===== src/rtl/load_store_unit_pkg.sv =====
// Shared types and constants for the load/store unit: FSM state encodings,
// byte-lane count and the word-alignment test.
package load_store_unit_pkg;

  typedef logic [1:0] lsu_state_t;

  localparam lsu_state_t ST_IDLE = 2'b00;
  localparam lsu_state_t ST_REQ  = 2'b01;
  localparam lsu_state_t ST_DONE = 2'b10;

  localparam int BYTE_LANES = 4;

  function automatic logic is_misaligned(input logic byte_acc, input logic [1:0] addr_lo);
    return !byte_acc && (addr_lo != 2'b00);
  endfunction

endpackage


===== src/rtl/load_store_unit_if.sv =====
// Data-memory bus between the load/store unit (master) and memory (slave).
interface load_store_unit_if;
  logic        mem_req;
  logic        mem_we;
  logic [31:0] mem_addr;
  logic [3:0]  mem_be;
  logic [31:0] mem_wdata;
  logic        mem_ready;
  logic [31:0] mem_rdata;

  modport master (
    output mem_req, mem_we, mem_addr, mem_be, mem_wdata,
    input  mem_ready, mem_rdata
  );

  modport slave (
    input  mem_req, mem_we, mem_addr, mem_be, mem_wdata,
    output mem_ready, mem_rdata
  );
endinterface


===== src/rtl/load_store_unit_lane.sv =====
// Byte-lane steering: store byte replication, byte enables and
// little-endian load lane extraction with zero extension.
module lsu_lane
  import load_store_unit_pkg::*;
(
  input  logic [1:0]              i_lane,
  input  logic                    i_byte,
  input  logic [8*BYTE_LANES-1:0] i_wdata,
  input  logic [8*BYTE_LANES-1:0] i_rdata,
  output logic [BYTE_LANES-1:0]   o_be,
  output logic [8*BYTE_LANES-1:0] o_wdata,
  output logic [8*BYTE_LANES-1:0] o_rdata
);

  logic [7:0] w_lanes [BYTE_LANES];

  genvar gi;
  generate
    for (gi = 0; gi < BYTE_LANES; gi++) begin : g_lane
      assign o_be[gi]            = !i_byte || (i_lane == 2'(gi));
      assign o_wdata[8*gi +: 8]  = i_byte ? i_wdata[7:0] : i_wdata[8*gi +: 8];
      assign w_lanes[gi]         = i_rdata[8*gi +: 8];
    end
  endgenerate

  assign o_rdata = i_byte ? {24'h0, w_lanes[i_lane]} : i_rdata;

endmodule


===== src/rtl/load_store_unit.sv =====
// Memory-stage load/store unit: IDLE -> REQ -> DONE access FSM with wait timeout.
// Optional macro LSU_ALIGN_CHECK_EN faults misaligned word accesses without a bus cycle.
module load_store_unit
  import load_store_unit_pkg::*;
#(
  parameter int MAX_WAIT = 16
) (
  input  logic        clk,
  input  logic        reset,
  input  logic        MemReqM,
  input  logic        MLoadM,
  input  logic        MByteM,
  input  logic [31:0] ALUOutM,
  input  logic [31:0] WriteDataM,
  output logic [31:0] ReadData,
  output logic        StallM,
  output logic        BusError,
  load_store_unit_if.master mem
);

  localparam int WAIT_W = (MAX_WAIT > 1) ? $clog2(MAX_WAIT) : 1;
  localparam logic [WAIT_W-1:0] WAIT_LAST = WAIT_W'(MAX_WAIT - 1);

  lsu_state_t        r_state;
  logic [31:0]       r_addr;
  logic [31:0]       r_wdata;
  logic              r_load;
  logic              r_byte;
  logic [WAIT_W-1:0] r_wait;
  logic [31:0]       r_read_data;
  logic              r_bus_err;

  logic              w_in_idle;
  logic              w_in_req;
  logic              w_align_fault;
  logic [3:0]        w_be;
  logic [31:0]       w_lane_wdata;
  logic [31:0]       w_load_data;

  assign w_in_idle = (r_state == ST_IDLE);
  assign w_in_req  = (r_state == ST_REQ);

`ifdef LSU_ALIGN_CHECK_EN
  assign w_align_fault = is_misaligned(MByteM, ALUOutM[1:0]);
`else
  assign w_align_fault = 1'b0;
`endif

  lsu_lane u_lane (
    .i_lane  (r_addr[1:0]),
    .i_byte  (r_byte),
    .i_wdata (r_wdata),
    .i_rdata (mem.mem_rdata),
    .o_be    (w_be),
    .o_wdata (w_lane_wdata),
    .o_rdata (w_load_data)
  );

  // Access attributes are captured once so the pipeline may change them while stalled.
  always_ff @(posedge clk) begin
    if (reset) begin
      r_addr  <= '0;
      r_wdata <= '0;
      r_load  <= 1'b0;
      r_byte  <= 1'b0;
    end else if (w_in_idle && MemReqM) begin
      r_addr  <= ALUOutM;
      r_wdata <= WriteDataM;
      r_load  <= MLoadM;
      r_byte  <= MByteM;
    end
  end

  always_ff @(posedge clk) begin
    if (reset) begin
      r_state     <= ST_IDLE;
      r_wait      <= '0;
      r_read_data <= '0;
      r_bus_err   <= 1'b0;
    end else begin
      r_bus_err <= 1'b0;
      case (r_state)
        ST_IDLE: begin
          if (MemReqM) begin
            r_wait <= '0;
            if (w_align_fault) begin
              r_state   <= ST_DONE;
              r_bus_err <= 1'b1;
              if (MLoadM) r_read_data <= '0;
            end else begin
              r_state <= ST_REQ;
            end
          end
        end
        ST_REQ: begin
          // A ready on the last permitted cycle still completes normally.
          if (mem.mem_ready) begin
            if (r_load) r_read_data <= w_load_data;
            r_state <= ST_DONE;
          end else if (r_wait == WAIT_LAST) begin
            r_bus_err   <= 1'b1;
            r_read_data <= '0;
            r_state     <= ST_DONE;
          end else begin
            r_wait <= r_wait + 1'b1;
          end
        end
        ST_DONE: r_state <= ST_IDLE;
        default: r_state <= ST_IDLE;
      endcase
    end
  end

  assign StallM   = (w_in_idle && MemReqM) || w_in_req;
  assign ReadData = r_read_data;
  assign BusError = r_bus_err;

  assign mem.mem_req   = w_in_req;
  assign mem.mem_we    = w_in_req && !r_load;
  assign mem.mem_addr  = w_in_req ? {r_addr[31:2], 2'b00} : 32'h0;
  assign mem.mem_be    = w_in_req ? w_be : 4'h0;
  assign mem.mem_wdata = w_in_req ? w_lane_wdata : 32'h0;

endmodule


===== src/flat_wrapper.sv =====
// flat-port wrapper written by rule: the top's interface ports become plain ports
module load_store_unit_flat import load_store_unit_pkg::*;
#(
  parameter int MAX_WAIT = 16
)
  (clk, reset, MemReqM, MLoadM, MByteM, ALUOutM, WriteDataM, ReadData, StallM, BusError, mem_mem_req, mem_mem_we, mem_mem_addr, mem_mem_be, mem_mem_wdata, mem_mem_ready, mem_mem_rdata);
  load_store_unit_if mem_i ();
  input  logic clk;
  input  logic reset;
  input  logic MemReqM;
  input  logic MLoadM;
  input  logic MByteM;
  input  logic [31:0] ALUOutM;
  input  logic [31:0] WriteDataM;
  output logic [31:0] ReadData;
  output logic StallM;
  output logic BusError;
  output wire logic [$bits(mem_i.mem_req)-1:0] mem_mem_req;
  output wire logic [$bits(mem_i.mem_we)-1:0] mem_mem_we;
  output wire logic [$bits(mem_i.mem_addr)-1:0] mem_mem_addr;
  output wire logic [$bits(mem_i.mem_be)-1:0] mem_mem_be;
  output wire logic [$bits(mem_i.mem_wdata)-1:0] mem_mem_wdata;
  input wire logic [$bits(mem_i.mem_ready)-1:0] mem_mem_ready;
  input wire logic [$bits(mem_i.mem_rdata)-1:0] mem_mem_rdata;
  assign mem_mem_req = mem_i.mem_req;
  assign mem_mem_we = mem_i.mem_we;
  assign mem_mem_addr = mem_i.mem_addr;
  assign mem_mem_be = mem_i.mem_be;
  assign mem_mem_wdata = mem_i.mem_wdata;
  assign mem_i.mem_ready = mem_mem_ready;
  assign mem_i.mem_rdata = mem_mem_rdata;
  load_store_unit #(.MAX_WAIT(MAX_WAIT)) u_core (.clk(clk), .reset(reset), .MemReqM(MemReqM), .MLoadM(MLoadM), .MByteM(MByteM), .ALUOutM(ALUOutM), .WriteDataM(WriteDataM), .ReadData(ReadData), .StallM(StallM), .BusError(BusError), .mem(mem_i));
endmodule

===== config.mk =====
export PLATFORM = sky130hd
export DESIGN_NAME = load_store_unit_flat
export DESIGN_NICKNAME = d
export VERILOG_FILES = /design/src/rtl/load_store_unit_pkg.sv /design/src/rtl/load_store_unit_if.sv /design/src/rtl/load_store_unit_lane.sv /design/src/rtl/load_store_unit.sv /design/src/flat_wrapper.sv
export SDC_FILE = /design/constraint.sdc
export NUM_CORES = 1
export LEC_CHECK = 0
export CAP_MARGIN = 20
export CORE_ASPECT_RATIO = 0.9
export CORE_MARGIN = 2
export CORE_UTILIZATION = 23
export CTS_CLUSTER_DIAMETER = 150
export DETAILED_ROUTE_END_ITERATION = 10
export SLEW_MARGIN = 30
export SYNTH_ARGS = -nofsm -noshare
export SYNTH_HDL_FRONTEND = slang
export SYNTH_HIERARCHICAL = 1
export SYNTH_SLANG_ARGS = --single-unit
export TNS_END_PERCENT = 20

===== constraint.sdc =====
create_clock -name clk -period 1.72 [get_ports clk]
set_input_delay 0.43 -clock clk [delete_from_list [all_inputs] [get_ports clk]]
set_output_delay 0.43 -clock clk [all_outputs]
set_load 0.05 [all_outputs]

======== After elaboration in Yosys (flattened, before gate mapping) ========
Cells that the tools add are included.
word-level totals
  output and inout bits ................... 104
  register bits ........................... 105
  bits of input ports ..................... 102
  word-level logic and storage cells ...... 61
operators by class
  magnitude comparators ................... 1
  add/subtract/negate cells ............... 1
  eq/ne operators ......................... 10
  mux-type cells .......................... 22
  reductions and logical operators ........ 17
  bitwise operators ....................... 2
operators by type and width
  cell                                                      count
  two-way mux 32 bit                                        6
  two-way mux 8 bit                                         5
  binary-select mux 8 bit (select 2 bit)                    1
  two-way mux 4 bit                                         4
  case mux 4 bit (2 select lines)                           1
  two-way mux 2 bit                                         3
  != test 2 bit, second input constant                      3
  logical OR 1 bit                                          5
  adder 4 x 1 -> 4 bit, second input constant               1
  equality test 2 x 1 -> 1 bit, second input constant       2
  equality test 2 bit, second input constant                2
  equality test 4 bit, second input constant                1
  logical NOT 2 bit                                         2
  case mux 2 bit (2 select lines)                           1
  AND reduction 4 bit                                       1
  nonzero test 2 bit                                        2
  greater-or-equal comparator 3 bit, second input constant  1
  != test 3 bit, second input constant                      1
  NOT 2 -> 3 bit                                            1
  AND reduction 3 bit                                       1
  OR reduction 3 bit                                        1
  logical AND 1 bit                                         2
  logical NOT 1 bit                                         2
  != test 2 x 1 -> 1 bit, second input constant             1
  other kinds (3)                                           3

======== Logic depth before layout (Yosys ltp) ========
Gate-level depths: netlist of the first run.
  word-level depth ........................ 7
  mapped depth ............................ 6
  mapped depth without buffers ............ 4

======== Modules after synthesis ========
Netlist of the first run, hierarchy kept.
by module, submodules not included
  module           sequential area each (µm²)  area each (µm²)  instances  cells each
  load_store_unit  2102.0                      4366.7           1          554
  lsu_lane         0.0                         887.1            1          138

======== Least setup slack after synthesis of the first run ========
No wires, ideal clock.
  kind .................................... reg-to-output
  from .................................... register u_core.r_state[1]
  to ...................................... output mem_mem_wdata[22]
  arrival ................................. 1.770 ns
  slack ................................... -0.480 ns
  path buffers ............................ 2
  stages on the path, launching flop included .. 6
  cell sequence ........................... dfxtp_1 -> nand2b_1 -> buf_2 -> inv_2 -> clkbuf_1 -> and2_1
between the ends
  word-level cells in the longest chain between the ends .. 2
RTL lines
  element                       line                    text
  start: declaration            load_store_unit.sv:24   lsu_state_t r_state;
  start signal: assignment      load_store_unit.sv:76   r_state <= ST_IDLE;
  start signal: assignment      load_store_unit.sv:87   r_state <= ST_DONE;
  start signal: assignment      load_store_unit.sv:91   r_state <= ST_REQ;
  equality test 2 x 1 -> 1 bit  load_store_unit.sv:41   assign w_in_req = (r_state == ST_REQ);
  named net mem_mem_req         flat_wrapper.sv:18      output wire logic [$bits(mem_i.mem_req)-1:0] mem_mem_req;
  two-way mux 32 bit            load_store_unit.sv:122  assign mem.mem_wdata = w_in_req ? w_lane_wdata : 32'h0;
  end: declaration              flat_wrapper.sv:22      output wire logic [$bits(mem_i.mem_wdata)-1:0] mem_mem_wdata;
The timed path passes the listed nets, and every way through them passes these cells.

======== Final worst setup path of the first run ========
  from .................................... register u_core.r_state[1]
  to ...................................... output mem_mem_wdata[14]
between the ends
  word-level cells in the longest chain between the ends .. 2
RTL lines
  element                       line
  equality test 2 x 1 -> 1 bit  load_store_unit.sv:41
  two-way mux 32 bit            load_store_unit.sv:122
No other way between the ends.

==> results of run 1 <==
==> critical path: stages, from the launching register on <==
cell                        delay [ps]
sky130_fd_sc_hd__dfxtp_2           320
sky130_fd_sc_hd__nand2b_4          160
sky130_fd_sc_hd__inv_8              80
sky130_fd_sc_hd__buf_12            140
sky130_fd_sc_hd__clkbuf_16         150
sky130_fd_sc_hd__and2_4            150
sky130_fd_sc_hd__buf_12            130
==> state kept, by name (all words and copies together), names as in the netlist <==
| register | flops |
|---|---|
| u_core/BusError | 1 |
| u_core/ReadData | 32 |
| u_core/r_addr | 32 |
| u_core/r_byte | 1 |
| u_core/r_load | 1 |
| u_core/r_state | 2 |
| u_core/r_wait | 4 |
| u_core/r_wdata | 32 |
==> cell usage after synthesis, types with 3 or more instances <==
| cell | instances | share of area |
|---|---|---|
| sky130_fd_sc_hd__nand2_1 | 142 | 0.10 |
| sky130_fd_sc_hd__dfxtp_1 | 105 | 0.40 |
| sky130_fd_sc_hd__a21oi_1 | 100 | 0.095 |
| sky130_fd_sc_hd__and2_1 | 67 | 0.080 |
| sky130_fd_sc_hd__nand3_1 | 35 | 0.033 |
| sky130_fd_sc_hd__clkbuf_1 | 34 | 0.024 |
| sky130_fd_sc_hd__inv_1 | 34 | 0.024 |
| sky130_fd_sc_hd__a22oi_1 | 31 | 0.044 |
| sky130_fd_sc_hd__o21ai_0 | 28 | 0.027 |
| sky130_fd_sc_hd__nor2b_1 | 26 | 0.031 |
| sky130_fd_sc_hd__buf_2 | 23 | 0.022 |
| sky130_fd_sc_hd__buf_4 | 10 | 0.014 |
| sky130_fd_sc_hd__a221oi_2 | 8 | 0.023 |
| sky130_fd_sc_hd__mux2i_1 | 8 | 0.015 |
| sky130_fd_sc_hd__nor4bb_1 | 8 | 0.015 |
| sky130_fd_sc_hd__a31oi_1 | 4 | 0.0048 |
| sky130_fd_sc_hd__o311ai_1 | 4 | 0.0067 |
| sky130_fd_sc_hd__nand3b_1 | 3 | 0.0043 |
==> logic make-up after synthesis <==
group	Yosys count	synth area share
adder cells (fa/ha/maj)	1	0.002381
AO/OA/AOI/OAI	177	0.2046
flip-flops	105	0.4001
AND/OR/NAND/NOR	294	0.2827
buffers and inverters	106	0.09431
multiplexers	8	0.01524
other	1	0.0007138
==> routing by layer <==
metal | share of wire | global-route usage
met5 | 0 | 0
met4 | 0.017 | 0.04646
met3 | 0.077 | 0.05079
met2 | 0.45 | 0.2397
met1 | 0.45 | 0.2063
==> cells in the final DEF, fill, tap and decap left out, types with 14 or more instances in the layout <==
| cell | Yosys | layout |
|---|---|---|
| sky130_fd_sc_hd__nand2_1 | 142 | 134 |
| sky130_fd_sc_hd__dfxtp_1 | 105 | 100 |
| sky130_fd_sc_hd__a21oi_1 | 100 | 100 |
| sky130_fd_sc_hd__clkdlybuf4s50_1 | 0 | 99 |
| sky130_fd_sc_hd__buf_12 | 1 | 95 |
| sky130_fd_sc_hd__and2_4 | 0 | 66 |
| sky130_fd_sc_hd__buf_4 | 10 | 49 |
| sky130_fd_sc_hd__nand3_1 | 35 | 35 |
| sky130_fd_sc_hd__inv_1 | 34 | 34 |
| sky130_fd_sc_hd__a22oi_1 | 31 | 31 |
| sky130_fd_sc_hd__nor2b_1 | 26 | 26 |
| sky130_fd_sc_hd__o21ai_0 | 28 | 21 |
| sky130_fd_sc_hd__clkbuf_16 | 0 | 14 |
==> report_power, final <==
| part | leakage [nW] | switching (mW) | total (mW) | internal (mW) |
|---|---|---|---|---|
| Combinational | 2.53 | 0.890 | 1.77 | 0.883 |
| Sequential | 0.860 | 0.0950 | 2.66 | 2.56 |
| Clock | 0.133 | 0.988 | 2.13 | 1.14 |
==> through the flow <==
| step | std cells | hold WS (ps) | area, um2 | setup TNS, ps | worst slack (ps) |
|---|---|---|---|---|---|
| after floorplan | 693 | 431.7 | 5286 | -1544 | -52.77 |
| after global placement | 1156 | 437.2 | 8471 | -16340 | -261.2 |
| after detailed placement | 1156 | 441.8 | 8471 | -18580 | -286.6 |
| after CTS | 1182 | 451.7 | 9143 | -12680 | -217.2 |
| after global routing | 1190 | 455.7 | 9320 | -14820 | -248.8 |
| final | 1191 | 455.9 | 9323 | -11000 | -194.0 |
==> area by class of cell <==
cell class,instances,area [um2]
Antenna cell,1,2.502
Clock buffer,12,236.5
Clock inverter,4,53.80
Fill cell,2219,13120
Inverter,35,138.9
Multi-Input combinational cell,482,2882
Sequential cell,105,2111
Tap cell,297,371.6
Timing Repair Buffer,255,3527
==> what timing repair did <==
item | CTS | global route
endpoints found under the hold margin | 0 | 0
hold buffers | 0 | 0
cloned | 5 | 5
endpoints found under the setup margin | 69 | 107
pin swaps | 30 | 11
resized for setup | 83 | 20
setup buffers | 5 | 4
==> worst max path at each step <==
stage	start	end	slack, ps	depth (start not counted)
after floorplan	u_core/r_state[1]	mem_mem_addr[3]	-50	5
after global placement	MemReqM	u_core/r_wdata[25]	-260	5
after detailed placement	MemReqM	u_core/r_wdata[13]	-290	5
after CTS	u_core/r_state[1]	mem_mem_wdata[18]	-220	6
after global routing	u_core/r_state[1]	mem_mem_wdata[14]	-250	6
final	u_core/r_state[1]	mem_mem_wdata[14]	-190	6
==> impl_metrics.toml, run 1 <==
[status]
result_of_the_run = "finished, violations left"
failed_checks = "setup timing"

[worst_hold_path]
hold-path-cell-count = 2
hold_path.startpoint = "u_core/r_addr[31]"
worst_hold_path_type = "flip-flop to flip-flop"
min_delay_worst_endpoint = "u_core/r_addr[31]"

[final_layout]
post_route_cells_drive_above_1_share = 0.2968
fin_util = 0.4153
final_nets = 991
areaGrowthSynthToFinish_pct = 77.45

[logic_synthesis]
synth.lib_cells_used.distinct = 37
synth-seq-cells = 105
postSynth.asyncResetShare = 0
postSynthCellCount = 692
synth_edf_count = 0
post_synth.cell_area_avg_um2 = 7.592
yosys_most_used_dff = "sky130_fd_sc_hd__dfxtp_1"
post_synthesis_cell_area_um2 = 5254
seq_area_frac_synth = 0.4001
ys_warn_count = 6

[pwr]
power_density_nw_per_um2 = 703.4
vdd.ir_drop.worst_uv = 410.8
finalPower_mw = 6.557
leakage_nw = 3.526

[global_routing]
grt_pass1_wl_um = 29090
grt_overflow_total = 0
grt_pass1_vias = 5148
number_of_antenna_violations_at_the_first_check_in_global_routing = 1
groute.usage.overall = 0.1553
maximum_number_of_pins_on_one_net_before_global_route_repair = 51

[timing]
worst_clock_skew_ps = 8.552
fin_ws_ps = -194.0
report.final.setup_viol = 69
report.final.slew_viol_count = 0
post-route-period-util = 1.113
final.min_clock_period_ps = 1914
clock.fmax_ghz = 0.5225
grt_setup_unrepaired = "true"
timing_hold_violations_final = 0

[place]
globalplace.congestion = 0.7966
dpl.hpwl_um = 12640
numPortBuffers = 203

[setup_path]
worstReg2RegEnd = "u_core/r_wait[2]"
worst-endpoint-required_ps = 1290
criticalPathCategory = "flip-flop to primary output"
worst_r2r_startpoint = "u_core/r_state[1]"
r2r_setup_slk_ps = 140
crit_path_end_kind = "primary output"
crit_fanout = 5
critPathArrivalTime_ps = 1480
worst-r2r-cell-count = 6
crit_path_start_kind = "flip-flop"

[detailed_routing]
number_of_drc_violations_after_detailed_routing_iteration_0 = 252
finalWirelength_um = 19290
dr.pass1.iters = 5
route.detailed.vias_per_inst = 4.563
detailroute.via_count = 5435
drc_violations = 0
number_of_routed_nets_with_antenna_violations = 0
routed_wire_per_std_cell_um = 16.20

[die]
starting_density_of_the_core = 0.2341
placeableCoreArea_um2 = 22450
design.die.area_um2 = 24070
dieHeight_um = 147.4
num_io_pins = 206
floorplan.rows = 52
chipWidth_um = 163.3

[clocking]
cts_tree = "done"
cts.htree.levels = 3
clock-root-buffer = "sky130_fd_sc_hd__clkbuf_16"
number_of_sinks_driven_by_the_clock_tree = 105
clk_pin_slew_ps = 80
cts_made_buffers = 9
clock_insertion_delay_at_the_later_pin_of_the_skew_report_ps = 350
max-clock-path-buffers = 2

[run]
timing.max_cap.violations = 0
Note: power is estimated with default switching activity, not from simulation.
==> inputs of run 2 (changes only) <==
--- a/config.mk
+++ b/config.mk
@@ -16,4 +16,4 @@
 export SYNTH_HDL_FRONTEND = slang
 export SYNTH_HIERARCHICAL = 1
 export SYNTH_SLANG_ARGS = --single-unit
-export TNS_END_PERCENT = 20
+export TNS_END_PERCENT = 100
==> impl_metrics.toml, run 2 (synthesized netlist as in run 1, its figures left out) <==
[timing]
report.final.slew_viol_count = 0
final.min_clock_period_ps = 1901
worst_clock_skew_ps = 7.477
clock.fmax_ghz = 0.5261
hold-worst-slack_ps = 451.4
timing_hold_violations_final = 0
fin_ws_ps = -180.7
grt_setup_unrepaired = "true"
post-route-period-util = 1.105
report.final.setup_viol = 68
totalNegativeSetupSlack_ps = -9555

[pwr]
comb_power_share = 0.270
power_density_nw_per_um2 = 693.1
vdd.ir_drop.worst_uv = 397.3
clock_power_share = 0.322
leakage_nw = 3.597
switching_power_mw = 1.918
p_sw_frac = 0.2934
p_int_mw = 4.619
seq_power_share = 0.407

[setup_path]
worst-endpoint-required_ps = 1290
criticalPathCategory = "flip-flop to primary output"
crit_path_end_kind = "primary output"
crit_fanout = 10
critPathArrivalTime_ps = 1470
crit_path_start_kind = "flip-flop"

[global_routing]
grt_pass1_wl_um = 29170
maximum_number_of_pins_on_one_net_before_global_route_repair = 55
grt_pass1_vias = 5171
grt_overflow_total = 0
number_of_antenna_violations_at_the_first_check_in_global_routing = 0
groute.usage.overall = 0.1555

[die]
num_io_pins = 206
design.die.area_um2 = 24070
starting_density_of_the_core = 0.2341
placeableCoreArea_um2 = 22450
dieHeight_um = 147.4
chipWidth_um = 163.3
floorplan.rows = 52

[detailed_routing]
detailroute.via_count = 5380
routed_wire_per_std_cell_um = 15.87
dr.pass1.iters = 4
number_of_routed_nets_with_antenna_violations = 0
number_of_drc_violations_after_detailed_routing_iteration_0 = 349
drc_violations = 0
route.detailed.vias_per_inst = 4.502
finalWirelength_um = 18960

[final_layout]
most-common-layout-cells = "sky130_fd_sc_hd__nand2_1 (133), sky130_fd_sc_hd__dfxtp_1 (101), sky130_fd_sc_hd__a21oi_1 (100), sky130_fd_sc_hd__clkdlybuf4s50_1 (99), sky130_fd_sc_hd__buf_12 (99)"
post_route_cells_drive_above_1_share = 0.3062
final.fill_count = 2239
most_frequent_standard_cell_in_the_layout_excluding_fill_and_tap_cells = "sky130_fd_sc_hd__nand2_1"
final_nets = 996
finalNonFillerCells = 1195
antennaDiodeCount = 0
areaGrowthSynthToFinish_pct = 79.52

[place]
numPortBuffers = 203
placed_cells_incl_taps = 1160
globalplace.congestion = 0.7766
dpl.hpwl_um = 12890

[run]
timing.max_cap.violations = 0

[worst_hold_path]
worst_hold_path_type = "flip-flop to flip-flop"

[clocking]
clk_pin_slew_ps = 70
clock-root-buffer = "sky130_fd_sc_hd__clkbuf_16"
cts.htree.levels = 3
cts_made_buffers = 9
cts_tree = "done"
clock_insertion_delay_at_the_later_pin_of_the_skew_report_ps = 350
max-clock-path-buffers = 2
number_of_sinks_driven_by_the_clock_tree = 105

[status]
result_of_the_run = "finished, violations left"
failed_checks = "setup timing"
run 2: worst max-delay path: stages (launching register included):
cell and delay [ps]:
sky130_fd_sc_hd__dfxtp_2 320, sky130_fd_sc_hd__nand2b_4 150, sky130_fd_sc_hd__inv_6 80, sky130_fd_sc_hd__buf_12 130, sky130_fd_sc_hd__buf_12 140, sky130_fd_sc_hd__and2_4 160
sky130_fd_sc_hd__buf_12 130
run 2: path summary, 6_finish.rpt:
kind                      from                 end  slack [ps]  cells after the start
max reg2reg      u_core/r_byte  u_core/ReadData[6]          40                      8
min reg2reg  u_core/r_addr[26]   u_core/r_addr[26]         450                      2
min          u_core/r_addr[26]   u_core/r_addr[26]         450                      2
max          u_core/r_state[1]     mem_mem_addr[8]        -180                      6
run 2: metal layers:
| metal | up-vias | global-route usage | share of wire |
|---|---|---|---|
| met5 | - | 0 | 0 |
| met4 | 0 | 0.03761 | 0.011 |
| met1 | 2507 | 0.2072 | 0.45 |
| li1 | 2707 | - | - |
| met2 | 152 | 0.2403 | 0.46 |
| met3 | 14 | 0.05527 | 0.076 |
run 2: area by class of cell:
class | count | area (um2) | share of cell area
multi-input combinational | 482 | 2924 | 0.3100
clock inverter | 4 | 52.55 | 0.005572
clock buffer | 12 | 246.5 | 0.02613
sequential | 105 | 2110 | 0.2237
inverter | 35 | 136.4 | 0.01446
timing repair buffer | 260 | 3591 | 0.3807
tap | 297 | 371.6 | 0.03940
run 2: power groups by stage:
stage	Clock [mW]	Sequential [mW]	Combinational, mW
finish	2.11	2.66	1.77
detailed placement	0	2.71	1.58
global route	2.29	2.68	1.89
CTS	2.21	2.66	1.75
floorplan	0	2.78	0.732
global placement	0	2.71	1.57
run 2: through the flow:
step | worst slack [ps] | total power, mW | instance area [um2] | utilization
finish | -180.7 | 6.537 | 9432 | 0.4202
global route | -245.1 | 6.860 | 9432 | 0.4202
CTS | -240.4 | 6.621 | 9316 | 0.4151
detailed placement | -403.3 | 4.295 | 8630 | 0.3844
global placement | -386.7 | 4.284 | 8630 | 0.3844
floorplan | 28.27 | 3.514 | 5355 | -
run 2: repair_timing:
action                                 in CTS  in global routing
gates resized for setup                    68                 34
setup endpoints to repair                  98                 90
setup buffers                              10                  6
endpoints found under the hold margin       0                  0
pin swaps                                  17                  6
hold buffers                                0                  0
cloned                                      6                  0
==> inputs of run 3 (changes only) <==
==> constraint.sdc (replaced) <==
create_clock -name clk -period 2 [get_ports clk]
set_input_delay 0.5 -clock clk [delete_from_list [all_inputs] [get_ports clk]]
set_output_delay 0.5 -clock clk [all_outputs]
set_load 0.05 [all_outputs]
==> impl_metrics.toml, run 3 (synthesized netlist as in run 1, its figures left out) <==
[status]
result_of_the_run = "finished clean"

[final_layout]
post_route_cells_drive_above_1_share = 0.2137
areaGrowthSynthToFinish_pct = 57.16
stdcell_area_um2 = 8257
fin_util = 0.3678
most-common-layout-cells = "sky130_fd_sc_hd__nand2_1 (137), sky130_fd_sc_hd__dfxtp_1 (100), sky130_fd_sc_hd__a21oi_1 (100), sky130_fd_sc_hd__clkdlybuf4s50_1 (99), sky130_fd_sc_hd__buf_6 (70)"
final_nets = 973
most_frequent_standard_cell_in_the_layout_excluding_fill_and_tap_cells = "sky130_fd_sc_hd__nand2_1"
final.fill_count = 2369

[detailed_routing]
finalWirelength_um = 18860
detailroute.via_count = 5308
dr.pass1.iters = 4
number_of_routed_nets_with_antenna_violations = 0
drc_violations = 0
routed_wire_per_std_cell_um = 16.08
route.detailed.vias_per_inst = 4.525
number_of_drc_violations_after_detailed_routing_iteration_0 = 335

[die]
dieHeight_um = 147.4
design.die.area_um2 = 24070
num_io_pins = 206
floorplan.rows = 52
starting_density_of_the_core = 0.2341
chipWidth_um = 163.3
placeableCoreArea_um2 = 22450

[clocking]
number_of_sinks_driven_by_the_clock_tree = 105
cts_made_buffers = 9
cts_tree = "done"
max-clock-path-buffers = 2
postCtsHoldBufs = 0
clk_pin_slew_ps = 70
clock_insertion_delay_at_the_later_pin_of_the_skew_report_ps = 360
clock-root-buffer = "sky130_fd_sc_hd__clkbuf_16"
cts.htree.levels = 3

[timing]
final.min_clock_period_ps = 1989
worstMarginPinSlew_ps = 799.9
report.final.slew_viol_count = 0
post-route-period-util = 0.9945
totalNegativeSetupSlack_ps = 0
timing_hold_violations_final = 0
report.final.setup_viol = 0
clock.fmax_ghz = 0.5028
worst_clock_skew_ps = 13.59
max_slew_margin = 0.4667
grt_setup_unrepaired = "true"
fin_ws_ps = 11.02

[global_routing]
grt_overflow_total = 0
maximum_number_of_pins_on_one_net_before_global_route_repair = 71
groute.usage.overall = 0.1430
number_of_antenna_violations_at_the_first_check_in_global_routing = 3
grt_pass1_vias = 4928
grt_pass1_wl_um = 27040

[setup_path]
max_stage_delay_ps = 390
critPathArrivalTime_ps = 1490
crit_slowest_cell = "sky130_fd_sc_hd__dfxtp_4"
crit_path_cell_trace = "buf_12, buf_12, nand2_2, o21ai_1, and2_1, buf_6"
crit_path_start_kind = "flip-flop"
worst-endpoint-required_ps = 1500
worst_r2r_startpoint = "u_core/r_state[0]"
cell_seen_most_often_among_critical_path_stages = "sky130_fd_sc_hd__buf_12"
crit_fanout = 9
criticalPathCategory = "flip-flop to primary output"
crit_path_end_kind = "primary output"
cp-startpoint = "u_core/r_byte"

[place]
placement.cell_area_um2 = 7392
dpl.hpwl_um = 12160
place_worst_setup_slack_ps = -299.2
numPortBuffers = 203
globalplace.congestion = 0.7942

[pwr]
power_density_nw_per_um2 = 672.7
leakage_nw = 3.192
vdd.ir_drop.worst_uv = 391.6
finalPower_mw = 5.554

[run]
timing.max_cap.violations = 0

[worst_hold_path]
worst_hold_path_type = "flip-flop to flip-flop"
hold_path.startpoint = "u_core/r_addr[5]"
-- run 3: cell types whose count changed in the layout (fill, tap and decap cells not counted), moves of 4 or more --
cell	before	now
sky130_fd_sc_hd__buf_16	5	0
sky130_fd_sc_hd__o21ai_0	22	9
sky130_fd_sc_hd__and2_1	1	62
sky130_fd_sc_hd__nand2_1	133	137
sky130_fd_sc_hd__buf_12	99	15
sky130_fd_sc_hd__o21ai_1	3	14
sky130_fd_sc_hd__clkbuf_16	9	13
sky130_fd_sc_hd__nor4bb_1	4	8
sky130_fd_sc_hd__buf_6	5	70
sky130_fd_sc_hd__and2_4	53	5
sky130_fd_sc_hd__and2_2	13	0
-- run 3: worst paths after layout --
kind,end,slack [ps],cells after the start
max reg2reg,u_core/r_wait[3],280,5
min,u_core/r_addr[5],450,2
max,mem_mem_wdata[22],10,6
min reg2reg,u_core/r_addr[5],450,2
-- run 3: worst max-delay path, delay by kind of cell (launching register included) --
| kind | cells | cell delay, ps |
|---|---|---|
| buffers and inverters | 3 | 450 |
| and+or+nand+nor | 2 | 220 |
| AOI/OAI and AO/OA | 1 | 80 |
| DFF | 1 | 390 |
-- run 3: what timing repair did --
item	CTS	global route
setup endpoints to repair	63	68
pin swaps	0	13
buffers inserted	1	2
gates cloned	0	7
gates resized for setup	46	79
-- run 3: layer usage --
layer,share of wire,vias to the layer above,global-route usage,wire length [um]
li1,-,2659,-,-
met1,0.46,2446,0.1986,8622
met2,0.44,174,0.2084,8289
met3,0.085,25,0.05079,1609
met4,0.017,4,0.03982,313
met5,0.0014,-,0,26
-- run 3: stage by stage --
stage | instances | hold slack (ps)
6_report | 1173 | 448.8
5_1_grt | 1172 | 469.7
4_1_cts | 1163 | 451.4
3_5_place_dp | 1146 | 441.8
3_3_place_gp | 1146 | 436.5
2_1_floorplan | 693 | 431.7
-- run 3: where the power goes --
group	leakage [nW]	total (mW)	internal, mW	switching (mW)
sequential	0.860	2.28	2.20	0.0759
clock	0.149	1.97	1.11	0.866
combinational	2.18	1.30	0.572	0.728
total	3.19	5.55	3.88	1.67
-- run 3: final cells by class --
cell class | instances | area [um2] | area share
clock buffer | 9 | 225.2 | 0.02728
multi-input combinational | 482 | 2739 | 0.3317
sequential | 105 | 2111 | 0.2556
tap | 297 | 371.6 | 0.04501
inverter | 35 | 143.9 | 0.01743
clock inverter | 7 | 100.1 | 0.01212
timing repair buffer | 237 | 2564 | 0.3105
antenna | 1 | 2.502 | 0.0003031
